<file path="src/rtl/alu_cla_pipe.sv">
// Pipelined carry-lookahead adder/subtractor: one CHUNK-bit lookahead slice per stage,
// chunk carry registered between stages, ready/valid on both sides.

module alu_cla_chunk #(
    parameter int CHUNK = 8
) (
    input  logic [CHUNK-1:0] a,
    input  logic [CHUNK-1:0] b,
    input  logic             cin,
    output logic [CHUNK-1:0] sum,
    output logic             cout,
    output logic             c_msb
);
    logic [CHUNK-1:0] g, p;
    logic [CHUNK:0]   c;
    logic             acc, pchain;

    assign g = a & b;
    assign p = a | b;

    // Each carry is a flat sum of g/p products plus the propagated cin, no bit ripple.
    always_comb begin
        c      = '0;
        acc    = 1'b0;
        pchain = 1'b1;
        c[0]   = cin;
        for (int i = 0; i < CHUNK; i++) begin
            acc    = 1'b0;
            pchain = 1'b1;
            for (int j = i; j >= 0; j--) begin
                acc    = acc | (pchain & g[j]);
                pchain = pchain & p[j];
            end
            c[i+1] = acc | (pchain & cin);
        end
    end

    assign sum   = a ^ b ^ c[CHUNK-1:0];
    assign cout  = c[CHUNK];
    assign c_msb = c[CHUNK-1];
endmodule

module alu_cla_pipe #(
    parameter int WIDTH  = 32,
    parameter int STAGES = 4
) (
    input  logic             clock,
    input  logic             reset_n,
    input  logic             in_valid,
    output logic             in_ready,
    input  logic [WIDTH-1:0] data_operandA,
    input  logic [WIDTH-1:0] data_operandB,
    input  logic             Cin,
    input  logic             sub,
    output logic             out_valid,
    input  logic             out_ready,
    output logic [WIDTH-1:0] data_result,
    output logic             Cout,
    output logic             overflow,
    output logic             zero
);
    localparam int CHUNK = WIDTH / STAGES;

    logic [STAGES-1:0]            vld_pipe;
    logic [STAGES-1:0][WIDTH-1:0] a_q, b_q, r_q;
    logic [STAGES-1:0]            c_q;
    logic                         ovf_q, zero_q;

    logic [STAGES-1:0][WIDTH-1:0] a_in, b_in, r_in, r_nx;
    logic [STAGES-1:0][CHUNK-1:0] sum_w;
    logic [STAGES-1:0]            c_in, v_in, cout_w, cmsb_w;
    logic                         en, accept;

    // Whole pipe advances together; only a stalled full last stage blocks it.
    assign en       = ~vld_pipe[STAGES-1] | out_ready;
    assign in_ready = en;
    assign accept   = in_valid & en;

    for (genvar k = 0; k < STAGES; k++) begin : g_stage
        if (k == 0) begin : g_head
            assign a_in[k] = data_operandA;
            assign b_in[k] = data_operandB ^ {WIDTH{sub}};
            assign c_in[k] = sub | Cin;
            assign r_in[k] = '0;
            assign v_in[k] = accept;
        end else begin : g_body
            assign a_in[k] = a_q[k-1];
            assign b_in[k] = b_q[k-1];
            assign c_in[k] = c_q[k-1];
            assign r_in[k] = r_q[k-1];
            assign v_in[k] = vld_pipe[k-1];
        end

        alu_cla_chunk #(.CHUNK(CHUNK)) u_chunk (
            .a     (a_in[k][k*CHUNK +: CHUNK]),
            .b     (b_in[k][k*CHUNK +: CHUNK]),
            .cin   (c_in[k]),
            .sum   (sum_w[k]),
            .cout  (cout_w[k]),
            .c_msb (cmsb_w[k])
        );

        // Chunks k and above of r_in are still zero, so OR-ing in the new slice is exact.
        assign r_nx[k] = r_in[k] | (WIDTH'(sum_w[k]) << (k*CHUNK));
    end

    always_ff @(posedge clock or negedge reset_n) begin
        if (!reset_n) begin
            vld_pipe <= '0;
            a_q      <= '0;
            b_q      <= '0;
            r_q      <= '0;
            c_q      <= '0;
            ovf_q    <= 1'b0;
            zero_q   <= 1'b0;
        end else if (en) begin
            vld_pipe <= v_in;
            a_q      <= a_in;
            b_q      <= b_in;
            r_q      <= r_nx;
            c_q      <= cout_w;
            ovf_q    <= cout_w[STAGES-1] ^ cmsb_w[STAGES-1];
            zero_q   <= ~|r_nx[STAGES-1];
        end
    end

    assign out_valid   = vld_pipe[STAGES-1];
    assign data_result = r_q[STAGES-1];
    assign Cout        = c_q[STAGES-1];
    assign overflow    = ovf_q;
    assign zero        = zero_q;

    // Last-stage operand copies and interior MSB carries have no consumer.
    logic unused_ok;
    assign unused_ok = ^{a_q[STAGES-1], b_q[STAGES-1], cmsb_w};
endmodule

</file>
<file path="config.mk">
export PLATFORM = sky130hd
export DESIGN_NAME = alu_cla_pipe
export DESIGN_NICKNAME = d
export VERILOG_FILES = /design/src/rtl/alu_cla_pipe.sv
export SDC_FILE = /design/constraint.sdc
export NUM_CORES = 1
export LEC_CHECK = 0
export CAP_MARGIN = 20
export CORE_ASPECT_RATIO = 0.7
export CORE_MARGIN = 2
export CORE_UTILIZATION = 45
export DETAILED_ROUTE_END_ITERATION = 10
export GPL_TIMING_DRIVEN = 0
export PLACE_DENSITY = 0.76
export SLEW_MARGIN = 20
export SYNTH_ARGS = -nofsm -noshare
export SYNTH_HDL_FRONTEND = slang
export SYNTH_SLANG_ARGS = --single-unit
</file>
<file path="constraint.sdc">
create_clock -name clock -period 5.4 [get_ports clock]
set_input_delay 0.54 -clock clock [delete_from_list [all_inputs] [get_ports clock]]
set_output_delay 0.54 -clock clock [all_outputs]
set_load 0.005 [all_outputs]
</file>
==> impl_results.md <==
- Synth top cells by count: 330 x nand2_1, 186 x dfrtp_1, 85 x inv_1
- Post-CTS Hold Buffers: 0
- Peak Freq: 275 MHz
- Synthesized instance count: 985
- CTS Buf Count: 17
- # diodes: 0
- Compound-Gate Fraction of Synth Area: 9.44%
- WL per Instance: 15.8 um
- Syn-to-layout area delta: 22.6%
- Drt pass-1 iters: 5
- Power per cell area: 568 nW/um^2
- Worst Max-Slew Pin Slew: 0.770 ns
- Row cnt: 43
- Finished Layout Cells: about 1400
- Clock buffer depth: 2
- ANT nets after route: 0
- Top_reg_cell synth: dfrtp_1
- Clock skew: ~0.015 ns
- Core ar.: 19700 um^2
- Hold Crit Class: input pin to async pin
- Largest family of logic cells by synthesized area: simple AND/OR/NAND/NOR gates
- Synthesized flop and latch total: roughly 190
- # setup viols final: 0
- Global-route wire length before repair: 36000 um
- Grt total ovfl: 0
- Share of layout cells above drive strength 1: 4.10%
- P_leak: 5.37 nW
- Post-synthesis sequential area ratio: 51.9%
- Global placer's final weighted congestion: just under 0.9
- Synth area leaders: dfrtp_1 52%, nand2_1 14%, ha_1 9.2%
- Starting density of the core: 45.6%
- Initial antenna violation count: 0
- RSZ-0062 raised after global routing: no
- Post-synth EDFFs: 0
- Die height: roughly 120 um
- Dpl hpwl: about 16000 um
- Adder-cell share of the synthesized area: 10.1%
- Synthesized area per cell: 9.11 um^2
- Yosys cell types: 43
- Ys Warns: 0
- Via count: between 6000 and 7000
- Vias in the first global route: 6852
- Die area: 21100 um^2
- Synth Net Count: 1125
- Initial drt markers: 572
- Clock transition at path regs: ~0.080 ns
- Worst Setup End Kind: output port
- Clock Latency Late Sink: between 0.4 and 0.5 ns
- Routed wire length: roughly 22000 um
- CP required: slightly below 5 ns
- Startpoint types: input pin
- Max Cap Viol: 0
- Kind of critical path: input pin to output port
- Fin. Hold Viols: 0
- Worst Setup SP: out_ready
- Slew Viols, Final: 0
- Maximum VDD drop: approximately 290 uV
- CTS H-tree depth: 4
- Crit path time final: 3.64 ns
- GRT Total Usage: 21.9%
- Vias per cell: approximately 5
- Placement Setup Slack: 1.77 ns
- Dpl cell area: 10400 um^2
- Post-CTS setup repair buffer count: 0
- IO Pins: 107
- Outcome: completed
- Period utilization: 67.4%
- WP data arrival: 3.10 ns
- Mux share of post-synthesis cell area: less than 1%
- Post-synthesis async set-or-reset flop share: 100%
- Count leader, synth: nand2_1
- Top-area cell type share of the netlist area: 51.9%
- Resize count post-CTS: 0
- Area leader, netlist: dfrtp_1
- Slew HR: 48.7%
- Tot Pwr: 6.24 mW
- Nets: roughly 1300
- Simple-gate area share of the yosys netlist: 17.3%
- CTS tree: yes
- Sink Count: 186
- Buffers on Ports: 105
- Largest net degree at the start of global routing: 97
- CTS root buf: clkbuf_16
- DIE WIDTH: 173 um
- Setup WS post-layout: 1.76 ns
- DRC viols: 0
- Launching point of the worst reg2reg path: vld_pipe[3]$_DFFE_PN0N_
- Xor and xnor fraction of the mapped netlist area: roughly 5.4%
- Cell Area, Synth: 8980 um^2
- Design area: between 10000 and 15000 um^2
- CP max FO: 10
- Inst Count DP: 1361
layer usage:
layer  wire, um  GRT usage, %
met5          0             0
met3       1530          5.02
met2       9610          33.2
met1      10600          32.0
met4        235          5.08
cell type report:
class                           instances  area [um^2]
Tap cell                              270          338
Timing Repair Buffer                  106         1080
Clock inverter                         15          178
Multi-Input combinational cell        669         3820
Sequential cell                       186         4650
Buffer                                 44          176
Inverter                               86          323
Clock buffer                           17          425
Fill cell                            1750         8690
cell families after synthesis:
family,Yosys count
AND/OR/NAND/NOR,395
flip-flops,186
AO/OA/AOI/OAI,146
buffers and inverters,130
adder cells (fa/ha/maj),70
XOR/XNOR,55
multiplexers,3
path summary, 6_finish.rpt:
path,endpoint,slack [ns],cells past startpoint
worst max-delay path,in_ready,1.76,7
worst min-delay path,a_in[47]$_DFFE_PN0N_,0.10,1
worst max register to register,a_in[55]$_DFFE_PN0N_,2.87,6
worst min register to register,data_result[14]$_DFFE_PN0N_,0.46,2
max in group asynchronous,data_result[20]$_DFFE_PN0N_,4.38,2
min in group clock,data_result[14]$_DFFE_PN0N_,0.46,2
metrics by stage:
step,hold WS (ns),util (%),TNS [ns]
floorplan,0.244,-,0
global placement,0.449,52.6,-698.91
detailed placement,0.455,52.8,0
CTS,0.141,55.9,0
global route,0.163,55.9,0
finish,0.104,55.9,0
critical path, cell delays in order:
cell	delay, ns
clkdlybuf4s50_1	0.46
nor2b_1	0.05
clkbuf_1	0.28
inv_2	0.28
clkbuf_1	0.44
clkbuf_1	0.44
clkdlybuf4s50_1	0.60
report_power, final:
part,switching [mW],internal [mW]
registers,0.417,2.02
logic,1.46,1.08
clock network,0.600,0.665
cell usage in the layout, fill, tap and decap left out, types with 2 or more instances in the layout:
cell type	netlist	routed
inv_1	85	85
a21oi_1	35	35
clkbuf_16	0	17
clkdlybuf4s50_1	0	104
buf_2	3	3
o21ai_0	76	76
fa_1	4	4
clkinv_4	0	3
xor2_1	28	28
xnor2_1	27	27
nand2b_1	5	5
o31ai_1	9	9
clkbuf_1	32	32
o21a_1	4	4
mux2_2	2	2
a22oi_1	3	3
clkinv_8	0	2
nand4_1	3	3
nand2_1	330	330
buf_1	8	8
nor4_1	4	4
dfrtp_1	186	186
nor2b_1	2	2
o21bai_1	5	5
nor3_1	9	9
nor2_1	35	35
inv_8	0	6
a211oi_1	4	4
ha_1	66	66
nand3_1	2	2
state kept, by name (all words and copies together) (netlist names):
register / count
a_in: 48
r_in: 48
zero: 1
b_in: 48
data_result: 32
overflow: 1
c_q: 4
vld_pipe: 4
(Power assumes the default switching activity.)
